$ cat src/rtl/ascii2int_stream_if.sv
// Handshake bundle for the ASCII-decimal converter: byte stream in, converted result out.
interface ascii2int_stream_if #(
    parameter int OUT_W = 32
);
    logic             valid_i;
    logic [7:0]       data_i;
    logic             last_i;
    logic             ready_o;
    logic             valid_o;
    logic             ready_i;
    logic [OUT_W-1:0] result_o;
    logic             err_o;
    logic [1:0]       err_code_o;

    modport slave (
        input  valid_i, data_i, last_i, ready_i,
        output ready_o, valid_o, result_o, err_o, err_code_o
    );

    modport master (
        output valid_i, data_i, last_i, ready_i,
        input  ready_o, valid_o, result_o, err_o, err_code_o
    );
endinterface

$ cat src/rtl/ascii2int_stream.sv
// Streaming ASCII-decimal to binary converter for FIX numeric fields.
// One field per handoff; errored fields are drained to last_i so the stream stays aligned.
module ascii2int_stream #(
    parameter int OUT_W      = 32,
    parameter int MAX_DIGITS = 10,
    parameter bit SIGNED_EN  = 1'b0
) (
    input logic               clk,
    input logic               rst,
    ascii2int_stream_if.slave bus
);
    localparam int ACC_W = OUT_W + 4;
    localparam int CNT_W = $clog2(MAX_DIGITS + 2);

    localparam logic [ACC_W-1:0] LIM_U   = {4'b0, {OUT_W{1'b1}}};
    localparam logic [ACC_W-1:0] LIM_SP  = {5'b0, {(OUT_W-1){1'b1}}};
    localparam logic [ACC_W-1:0] LIM_SN  = LIM_SP + ACC_W'(1);
    localparam logic [CNT_W-1:0] CNT_MAX = CNT_W'(MAX_DIGITS);

    typedef enum logic [1:0] {IDLE, ACCUM, DONE} state_t;
    typedef enum logic [1:0] {
        E_NONE = 2'd0,
        E_CHAR = 2'd1,
        E_OVF  = 2'd2,
        E_LEN  = 2'd3
    } err_t;

    state_t           state, state_nxt;
    logic [ACC_W-1:0] acc;
    logic [CNT_W-1:0] cnt;
    logic             neg;
    err_t             err;
    logic [OUT_W-1:0] res_q;
    err_t             code_q;

    logic             take, first, is_digit, is_minus;
    logic [ACC_W-1:0] base_acc, acc_nxt, acc_upd, limit;
    logic [CNT_W-1:0] base_cnt, cnt_nxt, cnt_upd;
    logic             base_neg, neg_nxt;
    err_t             base_err, byte_err, err_nxt, final_err;
    logic [OUT_W-1:0] signed_res;

    assign take     = bus.valid_i & bus.ready_o;
    assign first    = (state == IDLE);
    assign is_digit = (bus.data_i >= 8'h30) && (bus.data_i <= 8'h39);
    assign is_minus = SIGNED_EN && first && (bus.data_i == 8'h2D);

    // A new field starts from zeroed context, so nothing needs clearing at handoff.
    // NOTE: every always_comb output gets a default first so no path leaves it unassigned (no latch).
    always_comb begin
        base_acc = first ? '0     : acc;
        base_cnt = first ? '0     : cnt;
        base_neg = first ? 1'b0   : neg;
        base_err = first ? E_NONE : err;

        neg_nxt  = base_neg | is_minus;
        cnt_nxt  = base_cnt + CNT_W'(is_digit);
        acc_nxt  = base_acc * ACC_W'(10) + ACC_W'(bus.data_i[3:0]);
        limit    = !SIGNED_EN ? LIM_U : (neg_nxt ? LIM_SN : LIM_SP);

        // Priority on one byte: bad char > too long > overflow.
        byte_err = E_NONE;
        if (is_minus)                byte_err = E_NONE;
        else if (!is_digit)          byte_err = E_CHAR;
        else if (cnt_nxt > CNT_MAX)  byte_err = E_LEN;
        else if (acc_nxt > limit)    byte_err = E_OVF;

        err_nxt   = (base_err != E_NONE) ? base_err : byte_err;
        acc_upd   = (err_nxt == E_NONE && is_digit) ? acc_nxt : base_acc;
        cnt_upd   = (err_nxt == E_NONE) ? cnt_nxt : base_cnt;
        final_err = (err_nxt == E_NONE && cnt_upd == '0) ? E_LEN : err_nxt;

        signed_res = neg_nxt ? -acc_upd[OUT_W-1:0] : acc_upd[OUT_W-1:0];
    end

    // NOTE: sequential state uses non-blocking assignments so every register samples pre-edge values.
    always_ff @(posedge clk or posedge rst) begin
        if (rst) begin
            acc    <= '0;
            cnt    <= '0;
            neg    <= 1'b0;
            err    <= E_NONE;
            res_q  <= '0;
            code_q <= E_NONE;
        end else if (take) begin
            acc <= acc_upd;
            cnt <= cnt_upd;
            neg <= neg_nxt;
            err <= err_nxt;
            if (bus.last_i) begin
                code_q <= final_err;
                res_q  <= (final_err == E_NONE) ? signed_res : '0;
            end
        end
    end

    always_ff @(posedge clk or posedge rst) begin
        if (rst) state <= IDLE;
        else     state <= state_nxt;
    end

    always_comb begin
        state_nxt = state;
        case (state)
            IDLE, ACCUM: if (take) state_nxt = bus.last_i ? DONE : ACCUM;
            DONE:        if (bus.ready_i) state_nxt = IDLE;
            default:     state_nxt = IDLE;
        endcase
    end

    always_comb begin
        bus.ready_o = 1'b0;
        bus.valid_o = 1'b0;
        case (state)
            IDLE, ACCUM: bus.ready_o = 1'b1;
            DONE:        bus.valid_o = 1'b1;
            default:     bus.ready_o = 1'b0;
        endcase
    end

    assign bus.result_o   = res_q;
    assign bus.err_code_o = code_q;
    assign bus.err_o      = (code_q != E_NONE);
endmodule

$ cat src/flat_wrapper.sv
// flat-port wrapper written by rule: the top's interface ports become plain ports
module ascii2int_stream_flat 
#(
    parameter int OUT_W      = 32,
    parameter int MAX_DIGITS = 10,
    parameter bit SIGNED_EN  = 1'b0
)
  (clk, rst, bus_valid_i, bus_data_i, bus_last_i, bus_ready_i, bus_ready_o, bus_valid_o, bus_result_o, bus_err_o, bus_err_code_o);
  ascii2int_stream_if #(.OUT_W(OUT_W)) bus_i ();
  input logic clk;
  input logic rst;
  input wire logic [$bits(bus_i.valid_i)-1:0] bus_valid_i;
  input wire logic [$bits(bus_i.data_i)-1:0] bus_data_i;
  input wire logic [$bits(bus_i.last_i)-1:0] bus_last_i;
  input wire logic [$bits(bus_i.ready_i)-1:0] bus_ready_i;
  output wire logic [$bits(bus_i.ready_o)-1:0] bus_ready_o;
  output wire logic [$bits(bus_i.valid_o)-1:0] bus_valid_o;
  output wire logic [$bits(bus_i.result_o)-1:0] bus_result_o;
  output wire logic [$bits(bus_i.err_o)-1:0] bus_err_o;
  output wire logic [$bits(bus_i.err_code_o)-1:0] bus_err_code_o;
  assign bus_i.valid_i = bus_valid_i;
  assign bus_i.data_i = bus_data_i;
  assign bus_i.last_i = bus_last_i;
  assign bus_i.ready_i = bus_ready_i;
  assign bus_ready_o = bus_i.ready_o;
  assign bus_valid_o = bus_i.valid_o;
  assign bus_result_o = bus_i.result_o;
  assign bus_err_o = bus_i.err_o;
  assign bus_err_code_o = bus_i.err_code_o;
  ascii2int_stream #(.OUT_W(OUT_W), .MAX_DIGITS(MAX_DIGITS), .SIGNED_EN(SIGNED_EN)) u_core (.clk(clk), .rst(rst), .bus(bus_i));
endmodule
$ cat config.mk
export PLATFORM = sky130hd
export DESIGN_NAME = ascii2int_stream_flat
export DESIGN_NICKNAME = d
export VERILOG_FILES = /design/src/rtl/ascii2int_stream_if.sv /design/src/rtl/ascii2int_stream.sv /design/src/flat_wrapper.sv
export SDC_FILE = /design/constraint.sdc
export NUM_CORES = 1
export LEC_CHECK = 0
export ABC_AREA = 1
export BUFFER_PORTS_ARGS = -buffer_cell sky130_fd_sc_hd__buf_2
export CAP_MARGIN = 20
export CORE_ASPECT_RATIO = 1.75
export CORE_MARGIN = 2
export CORE_UTILIZATION = 68
export CTS_CLUSTER_SIZE = 12
export DETAILED_ROUTE_END_ITERATION = 10
export GPL_ROUTABILITY_DRIVEN = 0
export GPL_TIMING_DRIVEN = 0
export PLACE_DENSITY_LB_ADDON = 0.2
export SYNTH_ARGS = -nofsm -noshare
export SYNTH_HDL_FRONTEND = slang
export SYNTH_SLANG_ARGS = --single-unit
$ cat constraint.sdc
create_clock -name clk -period 11.2 [get_ports clk]
set_input_delay 1.12 -clock clk [delete_from_list [all_inputs] [get_ports clk]]
set_output_delay 1.12 -clock clk [all_outputs]
set_load 0.02 [all_outputs]
==> metrics.log <==
INFO  metric status = complete, no violations
INFO  metric grt_overflow_total = 0
INFO  metric tritoncts.num_buffers = 9
INFO  metric portBuffers = a little under 50
INFO  metric first_iter_violations = about 860
INFO  metric clk_pin_slew = roughly 60 ps
INFO  metric slew_headroom = around 52%
INFO  metric antenna_violations_before_repair = 0
INFO  metric globalRouteTotalUtil = about two fifths
INFO  metric initial_core_util = between 60% and 70%
INFO  metric wire_length_of_the_first_global_routing_pass = 42,920 µm
INFO  metric post_placement_cell_count = roughly 1.7k
INFO  metric vdd_drop_max = about 74 µV
INFO  metric synthesis.yosys.warnings = 0
INFO  metric postSynthRegisterBits = around 80
INFO  metric routed_via_count = 9,792
INFO  metric critical-path-max-stage-delay = approximately 600 ps
INFO  metric timing.critical_path.mode_cell = nand2_1
INFO  metric htree_levels = 3
INFO  metric maxCapViolCount = 0
INFO  metric ant_nets_after_route = 0
INFO  metric post_cts_resize_count = 0
INFO  metric fp.coreArea = between 10,000 and 15,000 µm²
INFO  metric pins_over_their_slew_limit = 0
INFO  metric post_synth_instance_area = around 8800 µm²
INFO  metric crit_required = about 11,000 ps
INFO  metric cp_max_fo = 10
INFO  metric maximum_number_of_pins_on_one_net_before_global_route_repair = just over 40
INFO  metric timing.critical_path.slowest_stage_cell = clkbuf_1
INFO  metric setup_total_negative_slack = 0 ps
INFO  metric power-per-cell-area = ~110 nW/µm²
INFO  metric routedWlPerCell = 14.95 µm
INFO  metric final_setup_violation_count = 0
INFO  metric cts.root.buffer_cell = clkbuf_16
INFO  metric final_clock_skew = 7.384 ps
INFO  metric hold_violations = 0
INFO  metric design.final.nets = between 1.5k and 2k
INFO  metric part_of_the_yosys_area_used_for_sequential_elements = between 20 and 25%
INFO  metric cts_sinks = 78
INFO  metric post_synth_num_cell_types = 46
INFO  metric period_needed = just over 7000 ps
INFO  metric timing.setup.critical_path_class = flop to flop
INFO  metric mostFrequentLayoutCell = nand2_1
INFO  metric post_cts.repair.setup_buffers = 0
INFO  metric grt_pass1_vias = 9,663
INFO  metric max_slew.worst_pin.slew = around 700 ps
INFO  metric worst_setup_path_end_kind = flop
INFO  metric setup_repair_after_global_routing_missed_its_margin = no
INFO  metric dp.final_hpwl = approximately 21,000 µm
INFO  metric routed_via_density = between 5 and 6
INFO  metric die-area = 13,930 µm²
INFO  metric layout_common_cells = nand2_1 (547), inv_1 (228), nor2_1 (159)
INFO  metric fmax = about 140 MHz
INFO  metric mappedNetlistNets = about 1.6k
INFO  metric worstHoldPathType = flop to flop
INFO  metric detailedRoute.firstPassIterationCount = 6
INFO  metric top_level_ports = 50
INFO  metric syn_to_final_growth = 8.744%
INFO  metric critPathArrivalTime = approximately 7300 ps
INFO  metric worst_hold_slack = about 470 ps
INFO  metric layout-drive-gt1-share = 10.31%
INFO  metric synth.avg_cell_area = 5.853 µm²
INFO  metric cts_max_path_buffers = 2
INFO  metric std_cell_rows = 55
INFO  metric route.detailed.drc = 0
INFO  metric antenna-diode-count = 0
INFO  metric chipWidth = 90.07 µm
INFO  metric tritoncts = done
INFO  metric fin_cells = 1,742
INFO  metric syn_inst = around 1.5k
INFO  metric holdBufCountCts = 0
INFO  metric totalWireLength = between 20,000 and 30,000 µm
INFO  metric layout_worst_path_cycle_share = between 60% and 70%
INFO  metric latest_clock_arrival_within_the_worst_skew_pair = 340 ps
INFO  metric critPathLaunchType = flop
INFO  metric power.leakage = roughly 5.5 nW
INFO  metric die_height = around 150 µm
==> power breakdown <==
group	switching, W	internal, W
Clock	0.000115	0.000171
Combinational	0.000316	0.000130
Sequential	0.0000155	0.000306
Total	0.000447	0.000607
==> sequential cells by signal (all words and copies together), names as in the netlist <==
register,count
u_core.acc,35
u_core.bus.result_o,32
u_core.cnt,4
u_core.bus.err_code_o,2
u_core.err,2
u_core.state,2
u_core.neg,1
==> logic make-up (layout without fill, tap and decap cells) <==
kind of cell / Yosys count / after routing / synth area share [%]
flip-flops: 78 / 78 / 22.14
XOR/XNOR: 40 / 40 / 3.974
AO/OA/AOI/OAI: 130 / 130 / 8.290
buffers and inverters: 283 / 348 / 12.62
adder cells (fa/ha/maj): 60 / 60 / 8.602
AND/OR/NAND/NOR: 915 / 915 / 44.37
==> worst max-delay path: cells and delay by family (launching register included) <==
kind / cells / cell delay, ps
flip-flops: 1 / 390
AND/OR/NAND/NOR: 28 / 3590
adder cells (fa/ha/maj): 3 / 940
buffers and inverters: 8 / 2010
==> path summary, 6_finish.rpt <==
path	from	end	slack (ps)	cells past startpoint
max in group asynchronous	rst	u_core.acc[5]$_DFFE_PP0P_	9820	3
worst min register to register	u_core.state[1]$_DFFE_PP0P_	u_core.state[0]$_DFFE_PP0P_	470	1
worst max register to register	u_core.state[1]$_DFFE_PP0P_	u_core.bus.result_o[28]$_DFFE_PP0P_	4140	39
worst min-delay path	u_core.state[1]$_DFFE_PP0P_	u_core.state[0]$_DFFE_PP0P_	470	1
worst max-delay path	u_core.state[1]$_DFFE_PP0P_	u_core.bus.result_o[28]$_DFFE_PP0P_	4140	39
min in group asynchronous	rst	u_core.bus.result_o[28]$_DFFE_PP0P_	790	2
==> stage by stage <==
step | instance area [µm²] | util, % | total power, W | worst slack (ps)
floorplan | 8815 | - | 0.0006423 | 6014
global placement | 9274 | 72.45 | 0.0007426 | 4406
detailed placement | 9296 | 72.63 | 0.0007545 | 4298
CTS | 9585 | 74.89 | 0.001039 | 4278
global route | 9585 | 74.89 | 0.001117 | 3789
finish | 9585 | 74.89 | 0.001054 | 4138
==> per-layer routing <==
metal | vias to the layer above | share of wire [%] | global-route usage (%)
met1 | 4420 | 35 | 38.07
met4 | 0 | 8.5 | 31.79
met2 | 425 | 51 | 70.18
met3 | 144 | 5.0 | 3.361
li1 | 4803 | - | -
met5 | - | 0 | 0
==> layout make-up <==
class,count,area (µm²)
repair buffers,50,265.3
clock buffers,9,225.2
flip-flops and latches,78,1952
well taps,171,214.0
inverters,249,937.1
multi-input cells,1145,5751
clock inverters,6,63.81
fillers,1174,3214
plain buffers,34,177.7
==> cells in the mapped netlist (all sizes together) <==
| cell | count | share of area, % |
|---|---|---|
| dfrtp | 78 | 22 |
| and3 | 1 | 0.071 |
| o211ai | 2 | 0.17 |
| a21oi | 30 | 1.7 |
| o21ai | 83 | 5.0 |
| nand3 | 101 | 6.4 |
| clkinv | 1 | 0.043 |
| inv | 248 | 11 |
| fa | 1 | 0.23 |
| a22o | 1 | 0.099 |
| a31oi | 2 | 0.21 |
| and2 | 6 | 0.43 |
| buf | 16 | 1.2 |
| xnor2 | 12 | 1.2 |
| nand3b | 3 | 0.26 |
| nor3b | 1 | 0.085 |
| nor4 | 1 | 0.071 |
| nor2 | 182 | 8.7 |
| nand2 | 565 | 25 |
| o21bai | 2 | 0.21 |
| or2 | 2 | 0.14 |
| nor3 | 16 | 0.97 |
| o31ai | 4 | 0.34 |
| xor2 | 28 | 2.8 |
| a21o | 2 | 0.17 |
| clkbuf | 18 | 0.77 |
| o21a | 1 | 0.085 |
| a22oi | 1 | 0.085 |
| a211oi | 1 | 0.085 |
| ha | 59 | 8.4 |
| a21bo | 1 | 0.11 |
| nand4 | 37 | 2.6 |
No activity file was read; power rests on OpenSTA's default activity.
